[config.mk]
export PLATFORM = sky130hd
export DESIGN_NAME = aurora_rx_block_sync_flat
export DESIGN_NICKNAME = d
export VERILOG_FILES = /design/src/rtl/aurora_rx_pkg.sv /design/src/rtl/aurora_rx_block_sync_if.sv /design/src/rtl/aurora_rx_block_sync.sv /design/src/flat_wrapper.sv
export SDC_FILE = /design/constraint.sdc
export NUM_CORES = 1
export LEC_CHECK = 0
export ABC_AREA = 1
export CORE_UTILIZATION = 45
export DETAILED_ROUTE_END_ITERATION = 12
export GPL_TIMING_DRIVEN = 0
export PLACE_DENSITY_LB_ADDON = 0.12
export SYNTH_ARGS = -nofsm -noshare
export SYNTH_HDL_FRONTEND = slang
export SYNTH_SLANG_ARGS = --single-unit
[constraint.sdc]
create_clock -name clk_rx_i -period 3.46 [get_ports clk_rx_i]
set_input_delay 0.692 -clock clk_rx_i [delete_from_list [all_inputs] [get_ports clk_rx_i]]
set_output_delay 0.692 -clock clk_rx_i [all_outputs]
set_load 0.05 [all_outputs]
[src/rtl/aurora_rx_pkg.sv]
// Shared types and helpers for the aurora_rx lane: block-sync FSM states and
// 64b/66b sync header encodings.
package aurora_rx_pkg;

    typedef enum logic [2:0] {
        IDLE   = 3'd0,
        SEARCH = 3'd1,
        SLIP   = 3'd2,
        WAIT   = 3'd3,
        LOCKED = 3'd4
    } sync_state_t;

    localparam logic [1:0] SYNC_DATA = 2'b01;
    localparam logic [1:0] SYNC_CTRL = 2'b10;

    function automatic logic is_valid_header(input logic [1:0] hdr);
        return (hdr == SYNC_DATA) || (hdr == SYNC_CTRL);
    endfunction

endpackage

[src/rtl/aurora_rx_block_sync_if.sv]
// Gearbox <-> block-sync link: qualified sync headers in, slip pulses out.
interface aurora_rx_block_sync_if;

    logic [1:0] header_i;
    logic       header_valid_i;
    logic       gearbox_slip_o;
    logic       serdes_slip_o;

    modport master (
        output header_i,
        output header_valid_i,
        input  gearbox_slip_o,
        input  serdes_slip_o
    );

    modport slave (
        input  header_i,
        input  header_valid_i,
        output gearbox_slip_o,
        output serdes_slip_o
    );

endinterface

[src/rtl/aurora_rx_block_sync.sv]
// 64b/66b block-alignment controller: slips gearbox/serdes until sync headers
// line up, then declares and monitors lane lock.
module aurora_rx_block_sync
    import aurora_rx_pkg::*;
#(
    parameter int unsigned SH_CNT_MAX       = 64,
    parameter int unsigned SH_INVLD_CNT_MAX = 16,
    parameter int unsigned SLIP_WAIT        = 16,
    parameter int unsigned GBOX_SLIPS_MAX   = 66
) (
    input  logic                         clk_rx_i,
    input  logic                         rst_n_i,
    input  logic                         enable_i,
    aurora_rx_block_sync_if.slave        gbx,
    output logic                         locked_o,
    output logic [7:0]                   lock_loss_cnt_o,
    output logic [7:0]                   stat_o
);

    localparam int unsigned SH_W   = $clog2(SH_CNT_MAX) + 1;
    localparam int unsigned INV_W  = $clog2(SH_INVLD_CNT_MAX) + 1;
    localparam int unsigned WAIT_W = $clog2(SLIP_WAIT) + 1;
    localparam int unsigned GBOX_W = $clog2(GBOX_SLIPS_MAX) + 1;

    sync_state_t       state, state_n;
    logic [SH_W-1:0]   sh_cnt, sh_n;
    logic [INV_W-1:0]  inv_cnt, inv_n;
    logic [WAIT_W-1:0] wait_cnt, wait_n;
    logic [GBOX_W-1:0] gbox_cnt, gbox_n;
    logic              locked_n, gslip_n, sslip_n;
    logic [7:0]        loss_n, stat_n;
    logic              hdr_ok, sample, enter_slip;
    logic [SH_W-1:0]   sh_inc;
    logic [INV_W-1:0]  inv_inc;

    // Next-state, counter and registered-output logic
    always_comb begin
        state_n    = state;
        sh_n       = sh_cnt;
        inv_n      = inv_cnt;
        wait_n     = wait_cnt;
        gbox_n     = gbox_cnt;
        locked_n   = locked_o;
        loss_n     = lock_loss_cnt_o;
        gslip_n    = 1'b0;
        sslip_n    = 1'b0;
        enter_slip = 1'b0;
        hdr_ok     = is_valid_header(gbx.header_i);
        sample     = gbx.header_valid_i && ((state == SEARCH) || (state == LOCKED));
        sh_inc     = sh_cnt + SH_W'(1);
        inv_inc    = inv_cnt + INV_W'(~hdr_ok);

        if (!enable_i) begin
            state_n  = IDLE;
            sh_n     = '0;
            inv_n    = '0;
            wait_n   = '0;
            gbox_n   = '0;
            locked_n = 1'b0;
        end else begin
            case (state)
                IDLE: state_n = SEARCH;
                SEARCH: begin
                    if (sample) begin
                        if (!hdr_ok) begin
                            enter_slip = 1'b1;
                        end else if (sh_inc == SH_W'(SH_CNT_MAX)) begin
                            state_n  = LOCKED;
                            locked_n = 1'b1;
                            sh_n     = '0;
                            inv_n    = '0;
                            gbox_n   = '0;
                        end else begin
                            sh_n = sh_inc;
                        end
                    end
                end
                SLIP: begin
                    state_n = WAIT;
                    wait_n  = '0;
                end
                WAIT: begin
                    if (wait_cnt == WAIT_W'(SLIP_WAIT - 1)) begin
                        state_n = SEARCH;
                        wait_n  = '0;
                    end else begin
                        wait_n = wait_cnt + WAIT_W'(1);
                    end
                end
                LOCKED: begin
                    if (sample) begin
                        // Invalid-limit check first so loss of lock wins at window end
                        if (inv_inc == INV_W'(SH_INVLD_CNT_MAX)) begin
                            locked_n   = 1'b0;
                            loss_n     = (lock_loss_cnt_o == 8'hFF) ? lock_loss_cnt_o
                                                                    : lock_loss_cnt_o + 8'd1;
                            enter_slip = 1'b1;
                        end else if (sh_inc == SH_W'(SH_CNT_MAX)) begin
                            sh_n  = '0;
                            inv_n = '0;
                        end else begin
                            sh_n  = sh_inc;
                            inv_n = inv_inc;
                        end
                    end
                end
                default: state_n = IDLE;
            endcase
        end

        // Slip pulse is registered on entry so it coincides with the SLIP cycle
        if (enter_slip) begin
            state_n = SLIP;
            sh_n    = '0;
            inv_n   = '0;
            if (gbox_cnt < GBOX_W'(GBOX_SLIPS_MAX - 1)) begin
                gslip_n = 1'b1;
                gbox_n  = gbox_cnt + GBOX_W'(1);
            end else begin
                sslip_n = 1'b1;
                gbox_n  = '0;
            end
        end

        stat_n = {locked_n, 3'(state_n), gbox_n[6:3]};
    end

    // State, counters and outputs
    always_ff @(posedge clk_rx_i or negedge rst_n_i) begin
        if (!rst_n_i) begin
            state              <= IDLE;
            sh_cnt             <= '0;
            inv_cnt            <= '0;
            wait_cnt           <= '0;
            gbox_cnt           <= '0;
            locked_o           <= 1'b0;
            lock_loss_cnt_o    <= '0;
            stat_o             <= '0;
            gbx.gearbox_slip_o <= 1'b0;
            gbx.serdes_slip_o  <= 1'b0;
        end else begin
            state              <= state_n;
            sh_cnt             <= sh_n;
            inv_cnt            <= inv_n;
            wait_cnt           <= wait_n;
            gbox_cnt           <= gbox_n;
            locked_o           <= locked_n;
            lock_loss_cnt_o    <= loss_n;
            stat_o             <= stat_n;
            gbx.gearbox_slip_o <= gslip_n;
            gbx.serdes_slip_o  <= sslip_n;
        end
    end

endmodule

[src/flat_wrapper.sv]
// flat-port wrapper written by rule: the top's interface ports become plain ports
module aurora_rx_block_sync_flat import aurora_rx_pkg::*;
#(
    parameter int unsigned SH_CNT_MAX       = 64,
    parameter int unsigned SH_INVLD_CNT_MAX = 16,
    parameter int unsigned SLIP_WAIT        = 16,
    parameter int unsigned GBOX_SLIPS_MAX   = 66
)
  (clk_rx_i, rst_n_i, enable_i, locked_o, lock_loss_cnt_o, stat_o, gbx_header_i, gbx_header_valid_i, gbx_gearbox_slip_o, gbx_serdes_slip_o);
  aurora_rx_block_sync_if gbx_i ();
  input  logic clk_rx_i;
  input  logic rst_n_i;
  input  logic enable_i;
  output logic locked_o;
  output logic [7:0] lock_loss_cnt_o;
  output logic [7:0] stat_o;
  input wire logic [$bits(gbx_i.header_i)-1:0] gbx_header_i;
  input wire logic [$bits(gbx_i.header_valid_i)-1:0] gbx_header_valid_i;
  output wire logic [$bits(gbx_i.gearbox_slip_o)-1:0] gbx_gearbox_slip_o;
  output wire logic [$bits(gbx_i.serdes_slip_o)-1:0] gbx_serdes_slip_o;
  assign gbx_i.header_i = gbx_header_i;
  assign gbx_i.header_valid_i = gbx_header_valid_i;
  assign gbx_gearbox_slip_o = gbx_i.gearbox_slip_o;
  assign gbx_serdes_slip_o = gbx_i.serdes_slip_o;
  aurora_rx_block_sync #(.SH_CNT_MAX(SH_CNT_MAX), .SH_INVLD_CNT_MAX(SH_INVLD_CNT_MAX), .SLIP_WAIT(SLIP_WAIT), .GBOX_SLIPS_MAX(GBOX_SLIPS_MAX)) u_core (.clk_rx_i(clk_rx_i), .rst_n_i(rst_n_i), .enable_i(enable_i), .gbx(gbx_i), .locked_o(locked_o), .lock_loss_cnt_o(lock_loss_cnt_o), .stat_o(stat_o));
endmodule
==> results of run 1 <==
[synth_stat cells]
master / n
a21boi_0: 1
a21oi_1: 4
a32o_1: 2
and3_1: 1
buf_4: 5
buf_6: 1
clkbuf_4: 1
clkinv_1: 2
dfrtp_1: 39
ha_1: 7
inv_1: 38
inv_2: 1
inv_4: 1
nand2_1: 65
nand2_2: 2
nand3_1: 31
nand3_2: 1
nand3_4: 1
nand3b_1: 4
nand4_1: 7
nand4_2: 1
nor2_1: 30
nor2_2: 2
nor2_4: 2
nor3_1: 4
nor3_2: 1
nor3_4: 1
o21ai_0: 16
o21ai_1: 1
o21ai_4: 1
o31ai_1: 2
or2_2: 1
xnor2_1: 2
xor2_1: 11
[sequential cells by signal, summed over array words and instances (netlist names)]
name	flops
u_core.wait_cnt	5
u_core.gbx.serdes_slip_o	1
u_core.inv_cnt	5
u_core.stat_o	7
u_core.sh_cnt	7
u_core.gbox_cnt	4
u_core.locked_o	1
u_core.lock_loss_cnt_o	8
u_core.gbx.gearbox_slip_o	1
[area by class of cell]
type,count,share of cell area [%]
Inverter,42,5.91
Clock buffer,8,3.70
Timing Repair Buffer,24,8.68
Multi-Input combinational cell,201,40.5
Sequential cell,39,36.0
Tap cell,67,3.09
Buffer,7,2.08
[path summary, 6_finish.rpt]
kind	start	to	slack (ns)	cells past startpoint
worst min register to register	u_core.inv_cnt[0]	u_core.inv_cnt[0]	0.49	2
max in group asynchronous	rst_n_i	u_core.gbox_cnt[0]	2.40	1
worst min-delay path	u_core.inv_cnt[0]	u_core.inv_cnt[0]	0.49	2
min in group asynchronous	rst_n_i	u_core.inv_cnt[3]	0.51	1
worst max register to register	u_core.inv_cnt[0]	u_core.sh_cnt[4]	1.27	14
worst max-delay path	gbx_header_i[1]	u_core.sh_cnt[4]	0.47	17
[power breakdown]
group	switching [mW]	leakage (nW)	total, mW	internal, mW
Combinational	0.0564	0.726	0.0815	0.0250
Clock	0.156	0.0515	0.338	0.182
Sequential	0.0115	0.536	0.477	0.466
Total	0.224	1.31	0.896	0.672
[cell families after synthesis]
family          count (synthesis)
compound gates                 27
xor+xnor                       13
fa+ha+maj                       7
buf+inv                        49
flops                          39
simple gates                  154
[worst reg2reg max path, stage by stage (launching register included)]
cell	delay, ns
dfrtp_1	0.38
ha_1	0.20
inv_1	0.09
ha_1	0.22
inv_1	0.05
nand2_1	0.05
nand2_1	0.08
nor2_1	0.09
nand3_1	0.14
nand2_1	0.15
nand3_4	0.13
nand3_2	0.20
inv_1	0.14
nand2_1	0.07
o21ai_0	0.08
[per-layer routing]
metal,vias to the layer above,track usage [%]
li1,987,-
met1,869,25.2
met3,6,4.12
met2,30,31.2
met4,0,6.41
met5,-,0
==> reports/summary.txt, run 1 <==
Status = finished clean
Area Overhead vs Synth = 18.3%
Yosys top cell area share = 42.6%
CTS tree = done
Area contributors post-synth = dfrtp_1, nand2_1, nand3_1
Top sig layer = met4
Clk root buf = clkbuf_8
Placed Instances = 380
Total of max-cap violations = 0
Crit path cell chain = clkdlybuf4s50_1 > xor2_1 > inv_1 > ha_1 > inv_1 > ha_1 > inv_1 > nand2_1 > nand2_1 > nor2_1 > nand3_1 > nand2_1 > nand3_4 > nand3_2 > inv_1 > nand2_1 > o21ai_0
Worst hold path class = flip-flop to flip-flop
Area of the multi-input gates = 0.00110 mm2
Routed wl met3 = 134 um
Via count = 1892
Initial Utilization = 47.5%
Final hold vios = 0
Post-CTS Resized = 0
Antenna Violating Nets Remaining = 0
Syn avg cell area = 7.92 um2
Worst path max stage delay = 0.47 ns
Cell taking the most area after synthesis = dfrtp_1
DIE AREA = 0.00538 mm2
WL/cell = 11.4 um
RSZ-0062 raised after global routing = false
Vias in the first global route = 1765
Latest clock arrival within the worst-skew pair = 0.29 ns
Nets = 333
Period utilization = 86.3%
Post-synthesis mux area share = 0%
CP top delay family = simple AND/OR/NAND/NOR gates
First-pass GRT wire length = 7850 um
Worst IR Drop VDD = 0.186 mV
Synthesized cell area = 0.00229 mm2
Post-synthesis simple-gate area fraction = 32.0%
Die width = 73.3 um
Netlist cell types = 34
Post-CTS Setup Bufs = 0
Setup violators final = 0
Row cnt = 25
Worst-Margin Slew = 0.869 ns
Worst path arrival time = 3.15 ns
Layout filler cell count = 460
Final hold slack = 0.487 ns
WP data required = 3.63 ns
Post-synthesis sequential area ratio = 42.6%
Cell area after placement = 0.00261 mm2
Post-DP HPWL = 3240 um
Crit. End Element = flip-flop
Via/cell ratio = 4.88
Post-Synth Adder-Cell Area = 3.83%
Setup WS post-layout = 0.473 ns
Clk slew on worst S/H paths = 0.07 ns
Clock Tree Buf Depth = 2
Lkg Pwr = 1.31 nW
Port Buffers = 24
Largest net degree at the start of global routing = 40
Register bit total from synthesis = 39
Met2 Wirelength = 2030 um
Layout cells sized above 1 = 9.35%
FF/Latch Area = 976 um2
CTS H-tree depth = 2
IO Pins = 25
Slew Limit Fails = 0
Main combinational cell family by area after synthesis = simple AND/OR/NAND/NOR gates
Initial antenna violation count = 0
Core Util, Final = 56.2%
# hold bufs at CTS = 0
Pwr Density = 331 mW/mm2
Die Height = 73.3 um
Slew HR = 42.1%
Setup TNS = 0 ns
Min cycle time layout = 2.99 ns
Final instance area = 0.00271 mm2
CP Max Fanout = 10
Worst path bufs/invs = 5
# DRC = 0
Core area = 0.00482 mm2
CP max stage cell = clkdlybuf4s50_1
Post-Synthesis Cells = 289
Antenna Diode Count = 0
Syn. warnings = 0
Setup WS pre-CTS = 0.154 ns
Setup CP Type = primary input to flip-flop
Met1 WL = 2180 um
Placer Congestion = 0.800
Synth Area in XOR/XNOR = 4.97%
Commonest non-fill, non-tap cell in the layout = nand2_1
DRT iter0 DRCs = 88
Router iterations before antenna repair = 4
Synth Area in Compound Gates = 7.16%
Clock Sinks = 39
All-Layer GR Usage = 19.1%
Most frequent cells in the layout = nand2_1, dfrtp_1, inv_1
DRT Wirelength = 4410 um
Startpoint type of the worst setup path = primary input
Global route total overflow = 0
Fmax = 335 MHz
Clock skew = 0.00506 ns
Syn nets = 302
Filler-free cell count of the finished design = 388
Overall Power = 896 uW
Cts bufs inserted = 5
No activity file was read; power rests on OpenSTA's default activity.
==> inputs of run 2 (changes only) <==
- GPL_TIMING_DRIVEN: 0 -> not set
==> run 2 against run 1 <==
Against the previous run: clock power fell by 17%; register-to-register slack barely moved; critical path depth decreased by 2; count of clock-buffer cells in the layout down 2; non-clock buffer count decreased by 6; critical endpoint is now u_core.lock_loss_cnt_o[2]; largest power group unchanged.
==> reports/summary.txt, run 2 (synthesis results as in run 1) <==
Setup CP Type = primary input to flip-flop
Post-CTS Setup Bufs = 0 (unchanged)
First-pass GRT wire length = 7560 um (-3.6%)
Min cycle time layout = 2.96 ns (-0.0251 ns)
Row cnt = 25 (unchanged)
Lkg Pwr = 1.27 nW (-3.6%)
Setup violators final = 0 (unchanged)
Clk slew on worst S/H paths = 0.07 ns (about the same)
R2R Setup Slk = 1.28 ns (about the same)
Cell area after placement = 0.00256 mm2 (-1.9%)
Initial Utilization = 47.5% (unchanged)
Max reg flops = 8 (unchanged)
Global route total overflow = 0 (unchanged)
WL/cell = 11.7 um (+3.1%)
Register name with the most flops = u_core.lock_loss_cnt_o
Nets = 327 (-1.8%)
CTS tree = done
Final instance area = 0.00263 mm2 (-2.8%)
Startpoint type of the worst setup path = primary input
Clock Sinks = 39 (unchanged)
Core area = 0.00482 mm2 (unchanged)
Antenna Diode Count = 0 (unchanged)
Setup TNS = 0 ns (unchanged)
Period utilization = 85.6% (-0.72 points)
DIE AREA = 0.00538 mm2 (unchanged)
Reg2reg start = u_core.inv_cnt[0]
WHS Endpoint = u_core.inv_cnt[0]
Router iterations before antenna repair = 4 (unchanged)
Commonest non-fill, non-tap cell in the layout = nand2_1
Largest net degree at the start of global routing = 40 (unchanged)
CP Max Fanout = 11 (+1)
Fmax = 338 MHz (+0.85%)
Slew HR = 41.3% (-0.74 points)
Total of max-cap violations = 0 (unchanged)
Status = finished clean
Most frequent cells in the layout = nand2_1, dfrtp_1, inv_1
Pwr Density = 319 mW/mm2 (-3.6%)
Initial antenna violation count = 0 (unchanged)
Worst-Margin Slew = 0.880 ns (+0.0111 ns)
CTS H-tree depth = 2 (unchanged)
Reg2reg end = u_core.lock_loss_cnt_o[2]
Area Overhead vs Synth = 15.0%
Post-DP HPWL = 3280 um (+1.4%)
Post-CTS Resized = 0 (unchanged)
Port Buffers = 24 (unchanged)
Via/cell ratio = 4.98 (+2.2%)
All-Layer GR Usage = 18.7% (-0.42 points)
# DRC = 0 (unchanged)
Die width = 73.3 um (unchanged)
Die Height = 73.3 um (unchanged)
Final hold vios = 0 (unchanged)
Placer Congestion = 0.827 (+3.4%)
DRT Wirelength = 4450 um (+0.93%)
WP data required = 3.67 ns (+0.04 ns)
Vias in the first global route = 1699 (-3.7%)
Antenna Violating Nets Remaining = 0 (unchanged)
# hold bufs at CTS = 0 (unchanged)
Worst IR Drop VDD = 0.220 mV (+18%)
Clock Tree Buf Depth = 2 (unchanged)
WHS Path Cells = 2 (unchanged)
Layout cells sized above 1 = 7.03% (-2.3 points)
DRT iter0 DRCs = 125 (+42%)
RSZ-0062 raised after global routing = false
Clk root buf = clkbuf_8
Worst hold path class = flip-flop to flip-flop
Crit. End Element = flip-flop
Worst Min Path Start = u_core.inv_cnt[0]
Via count = 1894 (+0.11%)
Reg2reg path depth = 12 (-2)
Area of the multi-input gates = 0.00110 mm2 (unchanged)
IO Pins = 25 (unchanged)
Clock skew = 0.00591 ns (+0.000855 ns)
Worst path arrival time = 3.18 ns (+0.03 ns)
Top Registers = u_core.lock_loss_cnt_o: 8 flops, u_core.sh_cnt: 7 flops, u_core.stat_o: 7 flops
Cts bufs inserted = 5 (unchanged)
Latest clock arrival within the worst-skew pair = 0.29 ns (about the same)
Slew Limit Fails = 0 (unchanged)
FF/Latch Area = 976 um2 (unchanged)
Layout filler cell count = 486 (+5.7%)
## run 2: cell types whose count changed in the layout (fill, tap and decap cells not counted)
cell,previous run,this run
buf_4,5,1
buf_6,1,0
clkbuf_4,1,0
clkbuf_8,7,5
## run 2: worst max path at each step
| stage | from | endpoint | slack, ns |
|---|---|---|---|
| after floorplan | gbx_header_i[0] | u_core.inv_cnt[4] | 1.06 |
| after global placement | gbx_header_i[1] | u_core.lock_loss_cnt_o[2] | 0.21 |
| after detailed placement | gbx_header_i[1] | u_core.lock_loss_cnt_o[2] | 0.17 |
| after CTS | gbx_header_i[1] | u_core.lock_loss_cnt_o[2] | 0.48 |
| after global routing | gbx_header_i[1] | u_core.stat_o[1] | 0.22 |
| final | gbx_header_i[1] | u_core.lock_loss_cnt_o[2] | 0.50 |
## run 2: final cells by class
class	instances	share of cell area, %
tap	67	3.18
sequential	39	37.1
clock buffer	6	2.76
inverter	42	6.08
timing repair buffer	25	9.22
multi-input combinational	201	41.7
## run 2: report_power, final
| part | switching [mW] | total (mW) | internal (mW) |
|---|---|---|---|
| clock network | 0.148 | 0.282 | 0.134 |
| logic | 0.0555 | 0.0803 | 0.0248 |
| registers | 0.0114 | 0.477 | 0.466 |
## run 2: through the flow
step / power [mW] / cells / worst slack (ns) / utilization (%) / hold slack (ns)
floorplan: 0.535 / 289 / 1.06 / - / 0.396
global placement: 0.567 / 374 / 0.211 / 53.1 / 0.483
detailed placement: 0.568 / 374 / 0.175 / 53.1 / 0.483
CTS: 0.853 / 380 / 0.484 / 54.6 / 0.502
global route: 0.884 / 380 / 0.221 / 54.6 / 0.519
finish: 0.840 / 380 / 0.498 / 54.6 / 0.497
## run 2: routing by layer
metal	wire, um	track usage, %	vias up
li1	-	-	972
met1	2150	24.7	877
met2	2040	29.7	40
met3	204	4.66	5
met4	62	6.62	0
met5	0	0	-
## run 2: critical path, cell delays in order
cell and delay, ns:
clkdlybuf4s50_1 0.47, xor2_1 0.22, inv_1 0.10, ha_1 0.18, inv_1 0.09, ha_1 0.20, inv_1 0.05, nand2_1 0.05
nand2_1 0.07, nor2_1 0.09, nand3_1 0.14, nor2_1 0.15, nand4_2 0.30, nor2_1 0.22, xor2_1 0.15
